`src/rtl/fc_outneuron_drain_2.sv`:
```
// fc_outneuron_drain_2: ordered readout of the FC2 output-neuron banks.
// Fetches one row (PO lanes) at a time, streams neurons in index order over a
// valid/ready interface and tracks the signed argmax of the accepted beats.
module fc_outneuron_drain_2 #(
    parameter int DATA_WIDTH_FC           = 16,
    parameter int PO                      = 4,
    parameter int OUTNEURON               = 136,
    parameter int FC_OUTNEURON_ADDR_WIDTH = 6,
    parameter int IDX_WIDTH               = 8,
    parameter int RD_LAT                  = 2
) (
    input  logic                               clock,
    input  logic                               reset,
    input  logic                               enable,
    input  logic                               start,
    output logic [FC_OUTNEURON_ADDR_WIDTH-1:0] outneuron_addr,
    output logic                               outneuron_rden,
    input  logic [DATA_WIDTH_FC*PO-1:0]        outneuron_q_all,
    output logic [DATA_WIDTH_FC-1:0]           out_data,
    output logic [IDX_WIDTH-1:0]               out_index,
    output logic                               out_valid,
    input  logic                               out_ready,
    output logic [IDX_WIDTH-1:0]               argmax_index,
    output logic [DATA_WIDTH_FC-1:0]           argmax_value,
    output logic                               busy,
    output logic                               done
);

    localparam int ROWS   = OUTNEURON / PO;
    localparam int ROW_W  = FC_OUTNEURON_ADDR_WIDTH;
    localparam int LANE_W = (PO > 1) ? $clog2(PO) : 1;
    localparam int WCNT_W = (RD_LAT > 1) ? $clog2(RD_LAT) : 1;

    typedef enum logic [2:0] {
        S_IDLE,
        S_FETCH,
        S_WAIT,
        S_EMIT,
        S_FIN
    } state_t;

    state_t state_q, state_d;

    logic [ROW_W-1:0]         row_q;
    logic [LANE_W-1:0]        lane_q;
    logic [LANE_W-1:0]        lane_nxt;
    logic [WCNT_W-1:0]        wcnt_q;
    logic [DATA_WIDTH_FC-1:0] row_buf_q [PO];

    logic                     rden_q;
    logic [DATA_WIDTH_FC-1:0] data_q;
    logic [IDX_WIDTH-1:0]     index_q;
    logic                     valid_q;
    logic [IDX_WIDTH-1:0]     amax_idx_q;
    logic [DATA_WIDTH_FC-1:0] amax_val_q;
    logic                     busy_q;
    logic                     done_q;

    logic start_acc;
    logic wait_done;
    logic hs;
    logic last_lane;
    logic last_row;

    // State register
    always_ff @(posedge clock or posedge reset) begin
        if (reset) begin
            state_q <= S_IDLE;
        end else if (enable) begin
            state_q <= state_d;
        end
    end

    // Next-state logic and per-cycle event strobes (all gated by enable)
    always_comb begin
        state_d   = state_q;
        start_acc = 1'b0;
        wait_done = 1'b0;
        hs        = 1'b0;
        last_lane = (lane_q == LANE_W'(PO - 1));
        last_row  = (row_q == ROW_W'(ROWS - 1));
        lane_nxt  = lane_q + 1'b1;
        if (enable) begin
            case (state_q)
                S_IDLE: begin
                    if (start) begin
                        start_acc = 1'b1;
                        state_d   = S_FETCH;
                    end
                end
                S_FETCH: state_d = S_WAIT;
                S_WAIT: begin
                    if (wcnt_q == WCNT_W'(RD_LAT - 1)) begin
                        wait_done = 1'b1;
                        state_d   = S_EMIT;
                    end
                end
                S_EMIT: begin
                    if (out_ready) begin
                        hs = 1'b1;
                        if (last_lane) begin
                            state_d = last_row ? S_FIN : S_FETCH;
                        end
                    end
                end
                S_FIN:   state_d = S_IDLE;
                default: state_d = S_IDLE;
            endcase
        end
    end

    // Datapath: counters, row buffer, registered stream and argmax outputs
    always_ff @(posedge clock or posedge reset) begin
        if (reset) begin
            row_q      <= '0;
            lane_q     <= '0;
            wcnt_q     <= '0;
            for (int unsigned k = 0; k < PO; k++) begin
                row_buf_q[k] <= '0;
            end
            rden_q     <= 1'b0;
            data_q     <= '0;
            index_q    <= '0;
            valid_q    <= 1'b0;
            amax_idx_q <= '0;
            amax_val_q <= '0;
            busy_q     <= 1'b0;
            done_q     <= 1'b0;
        end else if (enable) begin
            // Read strobe and done pulse are registered from the upcoming state
            rden_q <= (state_d == S_FETCH);
            done_q <= (state_d == S_FIN);

            if (state_q == S_WAIT && !wait_done) begin
                wcnt_q <= wcnt_q + 1'b1;
            end else begin
                wcnt_q <= '0;
            end

            if (start_acc) begin
                busy_q     <= 1'b1;
                row_q      <= '0;
                amax_idx_q <= '0;
                amax_val_q <= '0;
            end else if (state_q == S_FIN) begin
                busy_q <= 1'b0;
            end

            // Lane 0 is forwarded straight from the bank bus on the capture edge
            if (wait_done) begin
                for (int unsigned k = 0; k < PO; k++) begin
                    row_buf_q[k] <= outneuron_q_all[k*DATA_WIDTH_FC +: DATA_WIDTH_FC];
                end
                lane_q  <= '0;
                valid_q <= 1'b1;
                data_q  <= outneuron_q_all[DATA_WIDTH_FC-1:0];
                index_q <= IDX_WIDTH'(row_q) * IDX_WIDTH'(PO);
            end

            if (hs) begin
                if (index_q == '0 || $signed(data_q) > $signed(amax_val_q)) begin
                    amax_idx_q <= index_q;
                    amax_val_q <= data_q;
                end
                if (!last_lane) begin
                    lane_q  <= lane_nxt;
                    data_q  <= row_buf_q[lane_nxt];
                    index_q <= index_q + 1'b1;
                end else begin
                    valid_q <= 1'b0;
                    if (!last_row) begin
                        row_q <= row_q + 1'b1;
                    end
                end
            end
        end
    end

    assign outneuron_addr = row_q;
    assign outneuron_rden = rden_q;
    assign out_data       = data_q;
    assign out_index      = index_q;
    assign out_valid      = valid_q;
    assign argmax_index   = amax_idx_q;
    assign argmax_value   = amax_val_q;
    assign busy           = busy_q;
    assign done           = done_q;

endmodule

```
`config.mk`:
```
export PLATFORM = sky130hd
export DESIGN_NAME = fc_outneuron_drain_2
export DESIGN_NICKNAME = d
export VERILOG_FILES = /design/src/rtl/fc_outneuron_drain_2.sv
export SDC_FILE = /design/constraint.sdc
export NUM_CORES = 1
export LEC_CHECK = 0
export CORE_MARGIN = 3
export CORE_UTILIZATION = 68
export DETAILED_ROUTE_END_ITERATION = 8
export DONT_BUFFER_PORTS = 1
export GPL_ROUTABILITY_DRIVEN = 1
export PLACE_DENSITY = 0.9
export SETUP_SLACK_MARGIN = 0.5
export SYNTH_ARGS = -nofsm -noshare
export SYNTH_HDL_FRONTEND = slang
export SYNTH_SLANG_ARGS = --single-unit
```
`constraint.sdc`:
```
create_clock -name clock -period 6.8 [get_ports clock]
set_input_delay 1.36 -clock clock [delete_from_list [all_inputs] [get_ports clock]]
set_output_delay 1.36 -clock clock [all_outputs]
set_load 0.03 [all_outputs]
```
# Yosys cells after proc, flatten, opt, wreduce, memory -nomap -nowiden
# Cells that the tools add are included.
# word_totals
reg_bits	128
in_bits	69
output_inout_bits	58
# op_classes
addsub	4
n_lt_le_gt_ge	2
eq_ne	8
n_mux	44
bitwise	1
reduce_logical	8
# op_table
op	n
2-to-1 mux 16 bit	8
2-to-1 mux 8 bit	6
binary-select mux 16 bit (select 2 bit)	1
2-to-1 mux 6 bit	4
2-to-1 mux 3 bit	6
> comparator 16 bit	1
2-to-1 mux 1 bit	15
one-hot mux 3 bit (4 select lines)	1
adder 8 x 1 -> 8 bit (second input constant)	1
logical NOT 8 bit	1
adder 6 x 1 -> 6 bit (second input constant)	1
equality test 3 x 1 -> 1 bit (second input constant)	2
equality test 3 x 2 -> 1 bit (second input constant)	2
equality test 3 bit (second input constant)	2
equality test 6 bit (second input constant)	1
2-to-1 mux 2 bit	3
AND reduction 2 bit	2
>= comparator 3 bit (second input constant)	1
logical NOT 3 bit	1
NOT 2 -> 3 bit	1
adder 2 x 1 -> 2 bit (second input constant)	1
equality test 2 bit (second input constant)	1
nonzero test 2 bit	1
adder 1 bit (second input constant)	1
other kinds (3)	3

# Logic depth before layout (Yosys ltp)
# Gate-level depths: netlist of the first run.
# depth
word_depth	7
depth_mapped	9

# Least setup slack after synthesis of the first run
# Ideal clock, no wire load.
# synth_timing
path_kind	input to register
from	input out_ready
to	register index_q[4] (netlist: out_index[4])
arrival_ns	2.780
required_time_ns	6.696
slack_ns	3.916
cell_stages	6
path_buffers	1
path_cell_list	clkbuf_1 -> nor3b_1 -> nor2_2 -> a21oi_1 -> nor2_1 -> a221oi_1
# synth_via
elab_chain_cells	4
# synth_rtl
element	line_no	text
start, declared	22	input logic out_ready,
2-to-1 mux 1 bit	99	if (out_ready) begin
2-to-1 mux 1 bit	84	case (state_q)
2-to-1 mux 1 bit	83	if (enable) begin
2-to-1 mux 8 bit	160	if (hs) begin
end signal, assigned	157	index_q <= IDX_WIDTH'(row_q) * IDX_WIDTH'(PO);
end signal, assigned	168	index_q <= index_q + 1'b1;
end, declared	52	logic [IDX_WIDTH-1:0] index_q;
# Every way passes these cells.
# A chain may end at the register's enable or synchronous reset.

# Final worst setup path of the first run
# layout_timing
from	input enable
to	register index_q[7] (netlist: out_index[7])
# layout_via
elab_chain_cells	4
word_cells_on_any_way	5
classes_between	5 x mux
# layout_rtl
element	line_no	text
start, declared	14	input logic enable,
2-to-1 mux 1 bit	83	
2-to-1 mux 8 bit	150	if (wait_done) begin
2-to-1 mux 8 bit	165	if (!last_lane) begin
2-to-1 mux 8 bit	160	
# Several ways; a longest one is shown, not always the timed one.

==> results_tabular.tex, run 1 <==
\begin{tabular}{lr}
\hline
Metric & Value \\
\hline
\multicolumn{2}{l}{\textbf{Final layout}} \\
\quad Count of filler cells inserted in the layout & between 500 and 600 \\
\quad Share of final-layout standard cells stronger than drive strength 1 & 0.104 \\
\quad Total Nets Final & around 700 \\
\quad \# diodes & 0 \\
\quad Area grow syn2layout & 9.87\% \\
\quad Post-Layout Inst Area & $\sim$6700 um\^{}2 \\
\multicolumn{2}{l}{\textbf{GRT}} \\
\quad Number of antenna violations at the first check in global routing & 0 \\
\quad Wire length of the first global-routing pass & around 23 mm \\
\quad Pin count of the biggest net entering global routing & 81 \\
\quad Vias in the first global route & 4611 \\
\quad Met3 layer usage reported by global route & 0.0841 \\
\quad GR Util met1 & 0.390 \\
\quad Met2 demand-to-capacity share in global routing & 0.460 \\
\quad Grt peak-use layer & met2 \\
\quad Total congestion overflow after global routing & 0 \\
\quad Global-route total usage across every layer & 0.291 \\
\multicolumn{2}{l}{\textbf{Drt}} \\
\quad Via-to-Cell Ratio & 6.45 \\
\quad Number of nets still failing antenna checks after routing & 0 \\
\quad Detail-routed net length per standard cell & between 15 and 20 um \\
\quad Detailed Route Iter0 Violations & 382 \\
\quad Detailed-route via count & about 4.7k \\
\quad Total wire length after detailed routing & approximately 14 mm \\
\quad First-pass detailed-route iteration total & 6 \\
\quad Drc violations & 0 \\
\multicolumn{2}{l}{\textbf{Worst hold path}} \\
\quad Hold Path Class & flop to flop \\
\quad Critical hold path startpoint & row\_buf\_q[8]\$\_DFFE\_PP0P\_ \\
\multicolumn{2}{l}{\textbf{Critical path}} \\
\quad Worst setup path category & primary input to flop \\
\quad CP Capture Type & flop \\
\quad Reg2reg setup slack & 3.93 ns \\
\quad Origin of the critical flop-to-flop path & state\_q[1]\$\_DFFE\_PP0P\_ \\
\quad Worst-path maximum fanout & 31 \\
\quad Data arrival time of the critical path & roughly 3.6 ns \\
\quad Required time of the critical path & roughly 7.2 ns \\
\quad End of the worst register-to-register path & out\_index[7]\$\_DFFE\_PP0P\_ \\
\quad Worst Setup Start Kind & primary input \\
\quad Capturing element of the worst setup path & out\_index[7]\$\_DFFE\_PP0P\_ \\
\quad Cell depth of the worst flop-to-flop path & 6 \\
\quad Beginning of the critical path & enable \\
\multicolumn{2}{l}{\textbf{Yosys}} \\
\quad Number of instances in the synthesized netlist & a little over 600 \\
\quad Post-synthesis net count & between 700 and 800 \\
\quad Top cells by area, synth & sky130\_fd\_sc\_hd\_\_dfrtp\_1, sky130\_fd\_sc\_hd\_\_nand2\_1, sky130\_fd\_sc\_hd\_\_mux4\_2 \\
\quad Asr flop ratio synth & 1.00 \\
\quad Number of flops mapped to enable cells by yosys & 0 \\
\quad Share of synthesized area occupied by flip-flops and latches & 0.529 \\
\quad Synthesized area per cell & 9.77 um\^{}2 \\
\quad Post-synth top area share & 0.529 \\
\quad Area leader, netlist & sky130\_fd\_sc\_hd\_\_dfrtp\_1 \\
\quad Most common flop cell mapped by yosys & sky130\_fd\_sc\_hd\_\_dfrtp\_1 \\
\quad Synthesis-stage register bit count & $\sim$130 \\
\quad Number of warnings issued by yosys & 0 \\
\quad Netlist area before placement & around 6100 um\^{}2 \\
\quad Unique cell type count in the Yosys netlist & between 50 and 60 \\
\multicolumn{2}{l}{\textbf{Power}} \\
\quad Cell Pwr Density & 543 nW/um\^{}2 \\
\quad P\_leak & 3.27 nW \\
\quad Peak supply drop & 0.000257 V \\
\multicolumn{2}{l}{\textbf{Clocking}} \\
\quad Post-CTS Hold Fix Bufs & 0 \\
\quad Post-CTS setup buffers & 0 \\
\quad Number of clock sinks seen by CTS & 128 \\
\quad Number of buffers created by CTS & 17 \\
\quad H-tree depth & 4 \\
\quad Clk buf depth & 2 \\
\quad Post-CTS sizing & 0 \\
\quad Clock tree from TritonCTS & built \\
\quad Worst skew pair latency & $\sim$0.51 ns \\
\quad Cell chosen for the clock root & sky130\_fd\_sc\_hd\_\_clkbuf\_8 \\
\quad CTS clock-pin slew for the worst setup and hold paths & roughly 0.060 ns \\
\multicolumn{2}{l}{\textbf{STA}} \\
\quad Final clock period utilization by the worst path & 0.460 \\
\quad Slew Viols, Final & 0 \\
\quad RSZ-0062 raised after global routing & no \\
\quad Count of final hold-check violations & 0 \\
\quad Peak clock frequency supported by timing & $\sim$320 MHz \\
\quad Final clock skew & roughly 0.011 ns \\
\quad Setup TNS & 0 ns \\
\quad Number of endpoints failing setup at the final stage & 0 \\
\quad Min cycle time layout & roughly 3.1 ns \\
\quad Max-slew headroom & 0.206 \\
\quad Worst Tran Pin Value & 1.19 ns \\
\multicolumn{2}{l}{\textbf{Floorplanning}} \\
\quad Number of rows in the core area & 33 \\
\quad Io pins & between 100 and 150 \\
\quad Initial core utilization & 0.719 \\
\quad Die Height & 100 um \\
\quad Core outline area & about 8400 um\^{}2 \\
\quad Floorplan die area & around 10000 um\^{}2 \\
\quad Die Span X & 100 um \\
\multicolumn{2}{l}{\textbf{Placed design}} \\
\quad Placed cell areas & 6110 um\^{}2 \\
\quad IO buf count & 0 \\
\quad Half-perimeter wire length after placement & between 9 and 10 mm \\
\quad Final weighted congestion of routability-driven global placement & a little under 0.9 \\
\multicolumn{2}{l}{\textbf{Run}} \\
\quad MaxCap Viol Count & 0 \\
\multicolumn{2}{l}{\textbf{Outcome}} \\
\quad Run status & finished clean \\
\hline
\end{tabular}
==> layout by cell type (no fill, tap or decap), types with 2 or more instances in the layout <==
master                         n
sky130_fd_sc_hd__o21ai_0      13
sky130_fd_sc_hd__nor3_1        2
sky130_fd_sc_hd__o21a_1        2
sky130_fd_sc_hd__and2_1        2
sky130_fd_sc_hd__inv_1        25
sky130_fd_sc_hd__nor3b_1       2
sky130_fd_sc_hd__nor2_1       24
sky130_fd_sc_hd__o22ai_1       2
sky130_fd_sc_hd__dfrtp_1     128
sky130_fd_sc_hd__buf_4         6
sky130_fd_sc_hd__a31oi_1      17
sky130_fd_sc_hd__clkbuf_8      2
sky130_fd_sc_hd__a21oi_1      15
sky130_fd_sc_hd__nand3_1      11
sky130_fd_sc_hd__mux4_2       16
sky130_fd_sc_hd__inv_6         2
sky130_fd_sc_hd__nor4b_1       2
sky130_fd_sc_hd__clkinvlp_4    4
sky130_fd_sc_hd__nand2_1     225
sky130_fd_sc_hd__o211ai_1      3
sky130_fd_sc_hd__a211oi_1      3
sky130_fd_sc_hd__a2bb2oi_1     2
sky130_fd_sc_hd__nand4_1       7
sky130_fd_sc_hd__clkinv_2      6
sky130_fd_sc_hd__a21o_1        4
sky130_fd_sc_hd__ha_1         21
sky130_fd_sc_hd__o21ai_1       3
sky130_fd_sc_hd__a22oi_1       3
sky130_fd_sc_hd__clkbuf_16    16
sky130_fd_sc_hd__a22o_1       26
==> registers in the layout, summed over array words and instances, names as in the netlist <==
signal          flops
row_buf_q          64
out_data           16
out_valid           1
lane_q              2
wcnt_q              1
state_q             3
argmax_index        8
argmax_value       16
done                1
out_index           8
outneuron_addr      6
busy                1
outneuron_rden      1
==> metrics by stage <==
step / hold WS [ns] / setup WS, ns / power [mW] / util / instances
after floorplan: 0.440 / 2.03 / 2.47 / - / 620
after global placement: 0.453 / 3.35 / 2.68 / 0.726 / 699
after detailed placement: 0.458 / 3.26 / 2.76 / 0.726 / 699
after CTS: 0.473 / 3.72 / 3.61 / 0.790 / 731
after global routing: 0.492 / 3.48 / 3.82 / 0.790 / 731
final: 0.472 / 3.67 / 3.61 / 0.790 / 731
==> report_power, final <==
group          leakage [nW]  internal [mW]  switching (mW)  total (mW)
sequential             1.58           1.09           0.603        1.70
combinational          1.42          0.522           0.567        1.09
clock                 0.263          0.492           0.335       0.827
total                  3.27           2.11            1.51        3.61
==> per-layer routing <==
metal / routed length [um] / vias up / share of wire
met1: 5710 / 2329 / 0.40
met4: 283 / 0 / 0.020
li1: - / 2120 / -
met5: 0 / - / 0
met2: 6880 / 233 / 0.48
met3: 1340 / 35 / 0.094
==> logic make-up after synthesis <==
group	share of synthesized area
mux	0.0630
xor+xnor	0.00145
simple gates	0.201
buf+inv	0.0401
flops	0.529
fa+ha+maj	0.0434
compound gates	0.123
==> Yosys cell counts (2+ instances only) <==
cell type and n:
sky130_fd_sc_hd__buf_6 2, sky130_fd_sc_hd__buf_2 5, sky130_fd_sc_hd__dfrtp_1 128, sky130_fd_sc_hd__a21oi_1 15, sky130_fd_sc_hd__a211oi_1 3, sky130_fd_sc_hd__nand4_1 7
sky130_fd_sc_hd__a21o_1 4, sky130_fd_sc_hd__nand3_1 11, sky130_fd_sc_hd__nor2_1 24, sky130_fd_sc_hd__a22o_1 26, sky130_fd_sc_hd__nor3b_1 2, sky130_fd_sc_hd__o211ai_1 3
sky130_fd_sc_hd__and2_1 2, sky130_fd_sc_hd__nor4b_1 2, sky130_fd_sc_hd__ha_1 21, sky130_fd_sc_hd__clkbuf_1 23, sky130_fd_sc_hd__o21ai_1 3, sky130_fd_sc_hd__inv_1 26
sky130_fd_sc_hd__nand2_1 226, sky130_fd_sc_hd__mux4_2 16, sky130_fd_sc_hd__a31oi_1 17, sky130_fd_sc_hd__a2bb2oi_1 2, sky130_fd_sc_hd__buf_1 2, sky130_fd_sc_hd__nor3_1 2
sky130_fd_sc_hd__a22oi_1 3, sky130_fd_sc_hd__o21ai_0 13, sky130_fd_sc_hd__o22ai_1 2, sky130_fd_sc_hd__o21a_1 2
==> worst min-delay path by stage <==
stage / cells past startpoint / slack (ns) / end
floorplan: 2 / 0.44 / row_buf_q[0]$_DFFE_PP0P_
finish: 2 / 0.47 / row_buf_q[8]$_DFFE_PP0P_
global route: 2 / 0.49 / row_buf_q[8]$_DFFE_PP0P_
detailed placement: 2 / 0.46 / row_buf_q[2]$_DFFE_PP0P_
global placement: 2 / 0.45 / row_buf_q[2]$_DFFE_PP0P_
CTS: 2 / 0.47 / row_buf_q[2]$_DFFE_PP0P_
==> worst max-delay path, cell delays in order <==
cell	delay [ns]
sky130_fd_sc_hd__and4b_1	0.31
sky130_fd_sc_hd__nand3b_1	0.85
sky130_fd_sc_hd__nor2_1	0.52
sky130_fd_sc_hd__nand4_1	0.18
sky130_fd_sc_hd__a2bb2oi_1	0.19
sky130_fd_sc_hd__o21ai_1	0.14
==> area by class of cell <==
type	count	area, um^2	area share
inverters	27	104	0.0156
multi-input cells	433	2630	0.395
repair buffers	6	45.0	0.00677
clock inverters	14	116	0.0175
clock buffers	18	428	0.0643
well taps	105	131	0.0197
flip-flops and latches	128	3200	0.481
No activity file was read; power rests on OpenSTA's default activity.
==> run 2: changes to the inputs <==
--- a/config.mk
+++ b/config.mk
@@ -6,11 +6,11 @@
 export NUM_CORES = 1
 export LEC_CHECK = 0
 export CORE_MARGIN = 3
-export CORE_UTILIZATION = 68
+export CORE_UTILIZATION = 57
 export DETAILED_ROUTE_END_ITERATION = 8
 export DONT_BUFFER_PORTS = 1
 export GPL_ROUTABILITY_DRIVEN = 1
-export PLACE_DENSITY = 0.9
+export PLACE_DENSITY = 0.81
 export SETUP_SLACK_MARGIN = 0.5
 export SYNTH_ARGS = -nofsm -noshare
 export SYNTH_HDL_FRONTEND = slang
==> constraint.sdc (replaced) <==
create_clock -name clock -period 2.7 [get_ports clock]
set_input_delay 0.54 -clock clock [delete_from_list [all_inputs] [get_ports clock]]
set_output_delay 0.54 -clock clock [all_outputs]
set_load 0.03 [all_outputs]
==> run 2 against run 1 <==
Net effect: sequential share of layout area decreased by 4.6 points; clock-buffer cell count increased by 2; setup slack worse by 3.5 ns; register-to-register slack got worse by 3.7 ns; via count up 6.6%; core utilization shrank 7.1 points; critical path type is now flop to flop; critical endpoint is now argmax_value[1]$_DFFE_PP0P_; largest cell class unchanged; largest power group is now combinational cells; highest routed layer unchanged.
==> results_tabular.tex, run 2 (synthesized netlist as in run 1, its figures left out) <==
\begin{tabular}{lr}
\hline
Metric & Value \\
\hline
\multicolumn{2}{l}{\textbf{Outcome}} \\
\quad Run status & finished clean \\
\multicolumn{2}{l}{\textbf{Critical path}} \\
\quad CP Cell Sequence & inv\_2 > ha\_4 > nand4\_4 > nor4\_4 > buf\_4 > a211o\_4 > o22ai\_4 > a211o\_4 > a22o\_1 \\
\quad Worst-path maximum fanout & 6 (-81\%) \\
\quad Worst Setup Start Kind & flop \\
\quad End of the worst register-to-register path & argmax\_value[1]\$\_DFFE\_PP0P\_ \\
\quad Buffers \& Inverters on Critical Path & 2 (+2) \\
\quad Top cell by count, worst path & sky130\_fd\_sc\_hd\_\_a211o\_4 \\
\quad Reg2reg setup slack & 0.20 ns (-3.73 ns) \\
\quad Data arrival time of the critical path & 2.91 ns (-0.64 ns) \\
\quad CP Capture Type & flop \\
\quad Required time of the critical path & 3.11 ns (-4.11 ns) \\
\quad Slowest cell delay on critical path & 0.48 ns (-0.37 ns) \\
\quad Slowest-stage cell, CP & sky130\_fd\_sc\_hd\_\_dfrtp\_2 \\
\quad Kind of cell adding the most delay to the critical path & compound AO/OA/AOI/OAI gates \\
\quad Worst setup path category & flop to flop \\
\quad Cell depth of the worst flop-to-flop path & 9 (+3) \\
\quad Origin of the critical flop-to-flop path & argmax\_value[15]\$\_DFFE\_PP0P\_ \\
\multicolumn{2}{l}{\textbf{Floorplanning}} \\
\quad Floorplan die area & 11900 um\^{}2 (+18\%) \\
\quad Die Height & 109 um (+8.7\%) \\
\quad Die Span X & 109 um (+8.7\%) \\
\quad Core outline area & 10300 um\^{}2 (+23\%) \\
\quad Io pins & 127 (unchanged) \\
\quad Initial core utilization & 0.587 (-0.132) \\
\quad Number of rows in the core area & 37 (+12\%) \\
\multicolumn{2}{l}{\textbf{Drt}} \\
\quad Drc violations & 0 (unchanged) \\
\quad First-pass detailed-route iteration total & 5 (-1) \\
\quad Via-to-Cell Ratio & 6.17 (-4.3\%) \\
\quad Number of nets still failing antenna checks after routing & 0 (unchanged) \\
\quad Detailed-route via count & 5026 (+6.6\%) \\
\quad Total wire length after detailed routing & 17.2 mm (+21\%) \\
\quad Detail-routed net length per standard cell & 21.1 um (+8.3\%) \\
\quad Detailed Route Iter0 Violations & 405 (+6.0\%) \\
\multicolumn{2}{l}{\textbf{Power}} \\
\quad Cell Pwr Density & 1410 nW/um\^{}2 (+160\%) \\
\quad Overall power of the completed layout & 10.5 mW (+190\%) \\
\quad Peak supply drop & 0.000645 V (+150\%) \\
\quad P\_leak & 3.55 nW (+8.7\%) \\
\multicolumn{2}{l}{\textbf{GRT}} \\
\quad Number of antenna violations at the first check in global routing & 0 (unchanged) \\
\quad Vias in the first global route & 4957 (+7.5\%) \\
\quad Total congestion overflow after global routing & 0 (unchanged) \\
\quad Wire length of the first global-routing pass & 26.6 mm (+16\%) \\
\quad Pin count of the biggest net entering global routing & 81 (unchanged) \\
\quad Global-route total usage across every layer & 0.298 (+0.00731) \\
\multicolumn{2}{l}{\textbf{STA}} \\
\quad Min cycle time layout & $\sim$2.5 ns \\
\quad RSZ-0062 raised after global routing & yes \\
\quad Setup TNS & 0 ns (unchanged) \\
\quad Peak clock frequency supported by timing & between 400 and 500 MHz \\
\quad Slew Viols, Final & 0 (unchanged) \\
\quad Count of final hold-check violations & 0 (unchanged) \\
\quad Number of endpoints failing setup at the final stage & 0 (unchanged) \\
\quad Final clock skew & 0.00934 ns (-0.00146 ns) \\
\quad Worst Tran Pin Value & 0.794 ns (-0.393 ns) \\
\quad Final clock period utilization by the worst path & 0.925 \\
\quad Max-slew headroom & 0.470 (+0.263) \\
\multicolumn{2}{l}{\textbf{Final layout}} \\
\quad Multi-input combinational cell area & 2800 um\^{}2 (+6.6\%) \\
\quad Post-layout util & 0.719 (-0.0713) \\
\quad Count of placed standard cells in the final layout, fillers left out & 814 (+11\%) \\
\quad Register with the highest flop count & row\_buf\_q \\
\quad Most frequent standard cell in the layout excluding fill and tap cells & sky130\_fd\_sc\_hd\_\_nand2\_1 \\
\quad Share of final-layout standard cells stronger than drive strength 1 & 0.227 (+0.123) \\
\quad Count of filler cells inserted in the layout & 708 (+33\%) \\
\quad \# diodes & 0 (unchanged) \\
\quad Seq. cell area & 3230 um\^{}2 (+0.78\%) \\
\quad Top library cells by usage in the layout, fill and taps aside & sky130\_fd\_sc\_hd\_\_nand2\_1, sky130\_fd\_sc\_hd\_\_dfrtp\_1, sky130\_fd\_sc\_hd\_\_buf\_4, sky130\_fd\_sc\_hd\_\_a22o\_1, sky130\_fd\_sc\_hd\_\_nor2\_1 \\
\quad Flip-flop count of the largest register, all copies and words added & 64 (unchanged) \\
\quad Total Nets Final & 755 (+7.4\%) \\
\quad Area grow syn2layout & 22.5\% \\
\multicolumn{2}{l}{\textbf{Clocking}} \\
\quad Number of clock sinks seen by CTS & 128 (unchanged) \\
\quad Clk buf depth & 2 (unchanged) \\
\quad Cell chosen for the clock root & sky130\_fd\_sc\_hd\_\_clkbuf\_8 \\
\quad Clock tree from TritonCTS & built \\
\quad Worst skew pair latency & 0.53 ns (+0.02 ns) \\
\quad Post-CTS Hold Fix Bufs & 0 (unchanged) \\
\quad CTS clock-pin slew for the worst setup and hold paths & 0.06 ns (about the same) \\
\quad H-tree depth & 4 (unchanged) \\
\quad Number of buffers created by CTS & 17 (unchanged) \\
\multicolumn{2}{l}{\textbf{Worst hold path}} \\
\quad Hold Path Class & primary input to async pin \\
\multicolumn{2}{l}{\textbf{Placed design}} \\
\quad IO buf count & 0 (unchanged) \\
\quad Final weighted congestion of routability-driven global placement & 0.869 (+0.36\%) \\
\quad Half-perimeter wire length after placement & 11.2 mm (+17\%) \\
\quad Placed instance count & 768 (+9.9\%) \\
\multicolumn{2}{l}{\textbf{Run}} \\
\quad MaxCap Viol Count & 0 (unchanged) \\
\hline
\end{tabular}
-- run 2: cell count changes in the layout (fill, tap and decap cells not counted), moves of 5 or more --
cell and change:
sky130_fd_sc_hd__buf_4 +43, sky130_fd_sc_hd__ha_4 +5, sky130_fd_sc_hd__dfrtp_2 +20, sky130_fd_sc_hd__ha_1 -5, sky130_fd_sc_hd__dfrtp_1 -20, sky130_fd_sc_hd__inv_2 +6
sky130_fd_sc_hd__clkinv_2 -6, sky130_fd_sc_hd__inv_1 -6
-- run 2: per-layer routing --
metal,track usage,vias up,wire [um]
met3,0.0829,53,1500
li1,-,2224,-
met5,0,-,0
met4,0.137,0,595
met2,0.450,234,8050
met1,0.401,2515,7010
-- run 2: timing repair --
action,CTS,global route
buffers inserted,4,5
pin swaps,22,13
setup endpoints to repair,25,39
gates cloned,4,1
gates resized for setup,14,5
-- run 2: worst max-delay path by stage --
stage / from / to / slack, ns / cells past startpoint
after floorplan: argmax_value[14]$_DFFE_PP0P_ / argmax_value[14]$_DFFE_PP0P_ / 0.33 / 9
after global placement: argmax_value[14]$_DFFE_PP0P_ / argmax_value[14]$_DFFE_PP0P_ / 0.27 / 8
after detailed placement: argmax_value[5]$_DFFE_PP0P_ / argmax_value[11]$_DFFE_PP0P_ / 0.07 / 9
after CTS: argmax_value[15]$_DFFE_PP0P_ / argmax_value[11]$_DFFE_PP0P_ / 0.24 / 9
after global routing: argmax_value[15]$_DFFE_PP0P_ / argmax_value[11]$_DFFE_PP0P_ / 0.15 / 9
final: argmax_value[15]$_DFFE_PP0P_ / argmax_value[1]$_DFFE_PP0P_ / 0.20 / 9
-- run 2: metrics by stage --
stage | worst slack [ns] | area (um^2) | hold slack [ns]
floorplan | 0.330 | 6140 | 0.440
finish | 0.202 | 7420 | 0.0156
detailed placement | 0.0663 | 6540 | 0.461
global route | 0.152 | 7420 | 0.0614
CTS | 0.240 | 7340 | 0.0321
global placement | 0.275 | 6540 | 0.453
-- run 2: worst reg2reg max path, stage by stage, from the launching register on --
cell and delay (ns):
sky130_fd_sc_hd__dfrtp_2 0.48, sky130_fd_sc_hd__inv_2 0.07, sky130_fd_sc_hd__ha_4 0.29, sky130_fd_sc_hd__nand4_4 0.16, sky130_fd_sc_hd__nor4_4 0.29, sky130_fd_sc_hd__buf_4 0.18
sky130_fd_sc_hd__a211o_4 0.16, sky130_fd_sc_hd__o22ai_4 0.10, sky130_fd_sc_hd__a211o_4 0.40, sky130_fd_sc_hd__a22o_1 0.25
-- run 2: power by group --
group | switching, mW | total [mW] | internal [mW]
combinational | 2.49 | 4.35 | 1.86
clock | 0.872 | 2.42 | 1.55
sequential | 0.898 | 3.69 | 2.79
-- run 2: final cells by class --
cell class,instances,share of cell area
Clock buffer,20,0.0600
Clock inverter,12,0.0248
Inverter,27,0.0142
Multi-Input combinational cell,436,0.377
Sequential cell,128,0.435
Tap cell,136,0.0229
Timing Repair Buffer,55,0.0657
==> run 3: changes to the inputs <==
--- a/config.mk
+++ b/config.mk
@@ -11,6 +11,7 @@
 export DONT_BUFFER_PORTS = 1
 export GPL_ROUTABILITY_DRIVEN = 1
 export PLACE_DENSITY = 0.81
+export RECOVER_POWER = 25
 export SETUP_SLACK_MARGIN = 0.5
 export SYNTH_ARGS = -nofsm -noshare
 export SYNTH_HDL_FRONTEND = slang
==> run 3 against run 2 <==
Net effect: the run now ends with max-capacitance violations, max-slew violations left; clock-buffer cell count is the same; register-to-register slack barely moved; maximum frequency down 0.43%; global-route usage is the same; die area unchanged; wire length grew 0.17%; final area is 0.39% lower; clock power about the same; first-iteration DRC count grew 5.7%; critical endpoint unchanged.
==> results_tabular.tex, run 3 (synthesized netlist as in run 1, its figures left out) <==
\begin{tabular}{lr}
\hline
Metric & Value \\
\hline
\multicolumn{2}{l}{\textbf{GRT}} \\
\quad Number of antenna violations at the first check in global routing & 0 (unchanged) \\
\quad Vias in the first global route & 4957 (unchanged) \\
\quad Global-route total usage across every layer & 0.298 (unchanged) \\
\quad Total congestion overflow after global routing & 0 (unchanged) \\
\quad Wire length of the first global-routing pass & 26.6 mm (unchanged) \\
\quad Pin count of the biggest net entering global routing & 81 (unchanged) \\
\multicolumn{2}{l}{\textbf{Placed design}} \\
\quad Pre-CTS worst setup slack & 0.0663 ns (unchanged) \\
\quad Placed instance count & 768 (unchanged) \\
\quad IO buf count & 0 (unchanged) \\
\quad Half-perimeter wire length after placement & 11.2 mm (unchanged) \\
\quad Final weighted congestion of routability-driven global placement & 0.869 (unchanged) \\
\quad Placed cell areas & 6540 um\^{}2 (unchanged) \\
\multicolumn{2}{l}{\textbf{Drt}} \\
\quad Detail-routed net length per standard cell & 21.1 um (+0.17\%) \\
\quad Via-to-Cell Ratio & 6.21 (+0.60\%) \\
\quad Number of nets still failing antenna checks after routing & 0 (unchanged) \\
\quad Total wire length after detailed routing & 17.2 mm (+0.17\%) \\
\quad Detailed-route via count & 5056 (+0.60\%) \\
\quad Drc violations & 0 (unchanged) \\
\quad First-pass detailed-route iteration total & 5 (unchanged) \\
\quad Detailed Route Iter0 Violations & 428 (+5.7\%) \\
\multicolumn{2}{l}{\textbf{STA}} \\
\quad Slew Viols, Final & 34 (+34) \\
\quad RSZ-0062 raised after global routing & yes \\
\quad Min cycle time layout & 2.51 ns (+0.0107 ns) \\
\quad Final worst slack & 0.192 ns (-0.0107 ns) \\
\quad Setup TNS & 0 ns (unchanged) \\
\quad Worst Tran Pin Value & 1.56 ns (+0.767 ns) \\
\quad Count of final hold-check violations & 0 (unchanged) \\
\quad Max-slew headroom & -0.0460 (-0.516) \\
\quad Final clock skew & 0.00823 ns (-0.00111 ns) \\
\quad Hold Slack & 0.0995 ns (+0.0840 ns) \\
\quad Number of endpoints failing setup at the final stage & 0 (unchanged) \\
\quad Final clock period utilization by the worst path & 0.929 (+0.00395) \\
\quad Peak clock frequency supported by timing & 399 MHz (-0.43\%) \\
\multicolumn{2}{l}{\textbf{Critical path}} \\
\quad Worst-path maximum fanout & 6 (unchanged) \\
\quad Required time of the critical path & 3.11 ns (about the same) \\
\quad End of the worst register-to-register path & argmax\_value[1]\$\_DFFE\_PP0P\_ \\
\quad Origin of the critical flop-to-flop path & argmax\_value[15]\$\_DFFE\_PP0P\_ \\
\quad Worst setup path category & flop to flop \\
\quad CP Capture Type & flop \\
\quad Worst Setup Start Kind & flop \\
\quad Reg2reg setup slack & 0.19 ns (about the same) \\
\quad Cell depth of the worst flop-to-flop path & 9 (unchanged) \\
\quad Data arrival time of the critical path & 2.92 ns (about the same) \\
\multicolumn{2}{l}{\textbf{Final layout}} \\
\quad Post-layout util & 0.716 (-0.00279) \\
\quad Flip-flop count of the largest register, all copies and words added & 64 (unchanged) \\
\quad Top library cells by usage in the layout, fill and taps aside & sky130\_fd\_sc\_hd\_\_nand2\_1, sky130\_fd\_sc\_hd\_\_dfrtp\_1, sky130\_fd\_sc\_hd\_\_buf\_4, sky130\_fd\_sc\_hd\_\_a22o\_1, sky130\_fd\_sc\_hd\_\_nor2\_1 \\
\quad Most frequent standard cell in the layout excluding fill and tap cells & sky130\_fd\_sc\_hd\_\_nand2\_1 \\
\quad Share of final-layout standard cells stronger than drive strength 1 & 0.223 (-0.00442) \\
\quad Count of placed standard cells in the final layout, fillers left out & 814 (unchanged) \\
\quad Area grow syn2layout & 22.0\% \\
\quad \# diodes & 0 (unchanged) \\
\quad Total Nets Final & 755 (unchanged) \\
\quad Register with the highest flop count & row\_buf\_q \\
\quad Post-Layout Inst Area & 7390 um\^{}2 (-0.39\%) \\
\multicolumn{2}{l}{\textbf{Floorplanning}} \\
\quad Io pins & 127 (unchanged) \\
\quad Number of rows in the core area & 37 (unchanged) \\
\quad Die Height & 109 um (unchanged) \\
\quad Initial core utilization & 0.587 (unchanged) \\
\quad Floorplan die area & 11900 um\^{}2 (unchanged) \\
\quad Die Span X & 109 um (unchanged) \\
\quad Core outline area & 10300 um\^{}2 (unchanged) \\
\multicolumn{2}{l}{\textbf{Clocking}} \\
\quad Number of buffers created by CTS & 17 (unchanged) \\
\quad Cell chosen for the clock root & sky130\_fd\_sc\_hd\_\_clkbuf\_8 \\
\quad Clock tree from TritonCTS & built \\
\quad Clk buf depth & 2 (unchanged) \\
\quad CTS clock-pin slew for the worst setup and hold paths & 0.06 ns (about the same) \\
\quad Worst skew pair latency & 0.53 ns (about the same) \\
\quad Post-CTS Hold Fix Bufs & 0 (unchanged) \\
\quad Number of clock sinks seen by CTS & 128 (unchanged) \\
\quad H-tree depth & 4 (unchanged) \\
\multicolumn{2}{l}{\textbf{Run}} \\
\quad MaxCap Viol Count & 1 (+1) \\
\multicolumn{2}{l}{\textbf{Power}} \\
\quad Overall power of the completed layout & 10.5 mW (about the same) \\
\quad Peak supply drop & 0.000649 V (+0.71\%) \\
\quad P\_leak & 3.54 nW (-0.46\%) \\
\quad Cell Pwr Density & 1420 nW/um\^{}2 (+0.42\%) \\
\multicolumn{2}{l}{\textbf{Outcome}} \\
\quad Run status & complete, but fails checks \\
\quad Violations in the final reports & max-capacitance violations, max-slew violations \\
\multicolumn{2}{l}{\textbf{Worst hold path}} \\
\quad Hold Path Class & primary input to flop \\
\quad Critical hold path startpoint & enable \\
\quad Count of cells along the worst hold path & 1 \\
\quad Endpoint of the worst hold-timing path & state\_q[1]\$\_DFFE\_PP0P\_ \\
\hline
\end{tabular}
-- run 3: changes by cell type in the layout (fill, tap and decap cells not counted), sizes merged --
cell / change
buf: -4
clkbuf: +4
-- run 3: area by class of cell --
type / instances / area (um^2)
Fill cell: 713 / 2930
Multi-Input combinational cell: 436 / 2800
Clock inverter: 12 / 184
Sequential cell: 128 / 3230
Timing Repair Buffer: 55 / 462
Inverter: 27 / 103
Clock buffer: 20 / 445
Tap cell: 136 / 170
-- run 3: worst max-delay path by stage --
stage,from,end,slack (ns),cells past startpoint
CTS,argmax_value[15]$_DFFE_PP0P_,argmax_value[11]$_DFFE_PP0P_,0.24,9
global route,argmax_value[15]$_DFFE_PP0P_,argmax_value[11]$_DFFE_PP0P_,0.15,9
finish,argmax_value[15]$_DFFE_PP0P_,argmax_value[1]$_DFFE_PP0P_,0.19,9
detailed placement,argmax_value[5]$_DFFE_PP0P_,argmax_value[11]$_DFFE_PP0P_,0.07,9
global placement,argmax_value[14]$_DFFE_PP0P_,argmax_value[14]$_DFFE_PP0P_,0.27,8
floorplan,argmax_value[14]$_DFFE_PP0P_,argmax_value[14]$_DFFE_PP0P_,0.33,9
-- run 3: critical path, stage by stage (launching register included) --
cell and delay (ns):
sky130_fd_sc_hd__dfrtp_2 0.48, sky130_fd_sc_hd__inv_2 0.07, sky130_fd_sc_hd__ha_4 0.29, sky130_fd_sc_hd__nand4_4 0.16, sky130_fd_sc_hd__nor4_4 0.29, sky130_fd_sc_hd__buf_4 0.18, sky130_fd_sc_hd__a211o_4 0.16, sky130_fd_sc_hd__o22ai_4 0.10
sky130_fd_sc_hd__a211o_4 0.40, sky130_fd_sc_hd__a22o_1 0.25
-- run 3: timing repair --
action / 4_1_cts / 5_1_grt
buffers inserted: 4 / 5
cloned: 4 / 1
resized for setup: 14 / 5
setup endpoints to repair: 25 / 39
pin swaps: 22 / 13
-- run 3: report_power, final --
| part | total (mW) | switching, mW | internal (mW) |
|---|---|---|---|
| logic | 4.35 | 2.50 | 1.85 |
| registers | 3.70 | 0.901 | 2.79 |
| clock network | 2.42 | 0.872 | 1.55 |
-- run 3: metal layers --
| layer | up-vias | wire length (um) | share of wire | track usage |
|---|---|---|---|---|
| met1 | 2501 | 6910 | 0.40 | 0.401 |
| met3 | 54 | 1580 | 0.092 | 0.0829 |
| li1 | 2231 | - | - | - |
| met5 | - | 0 | 0 | 0 |
| met2 | 270 | 8090 | 0.47 | 0.450 |
| met4 | 0 | 611 | 0.036 | 0.137 |
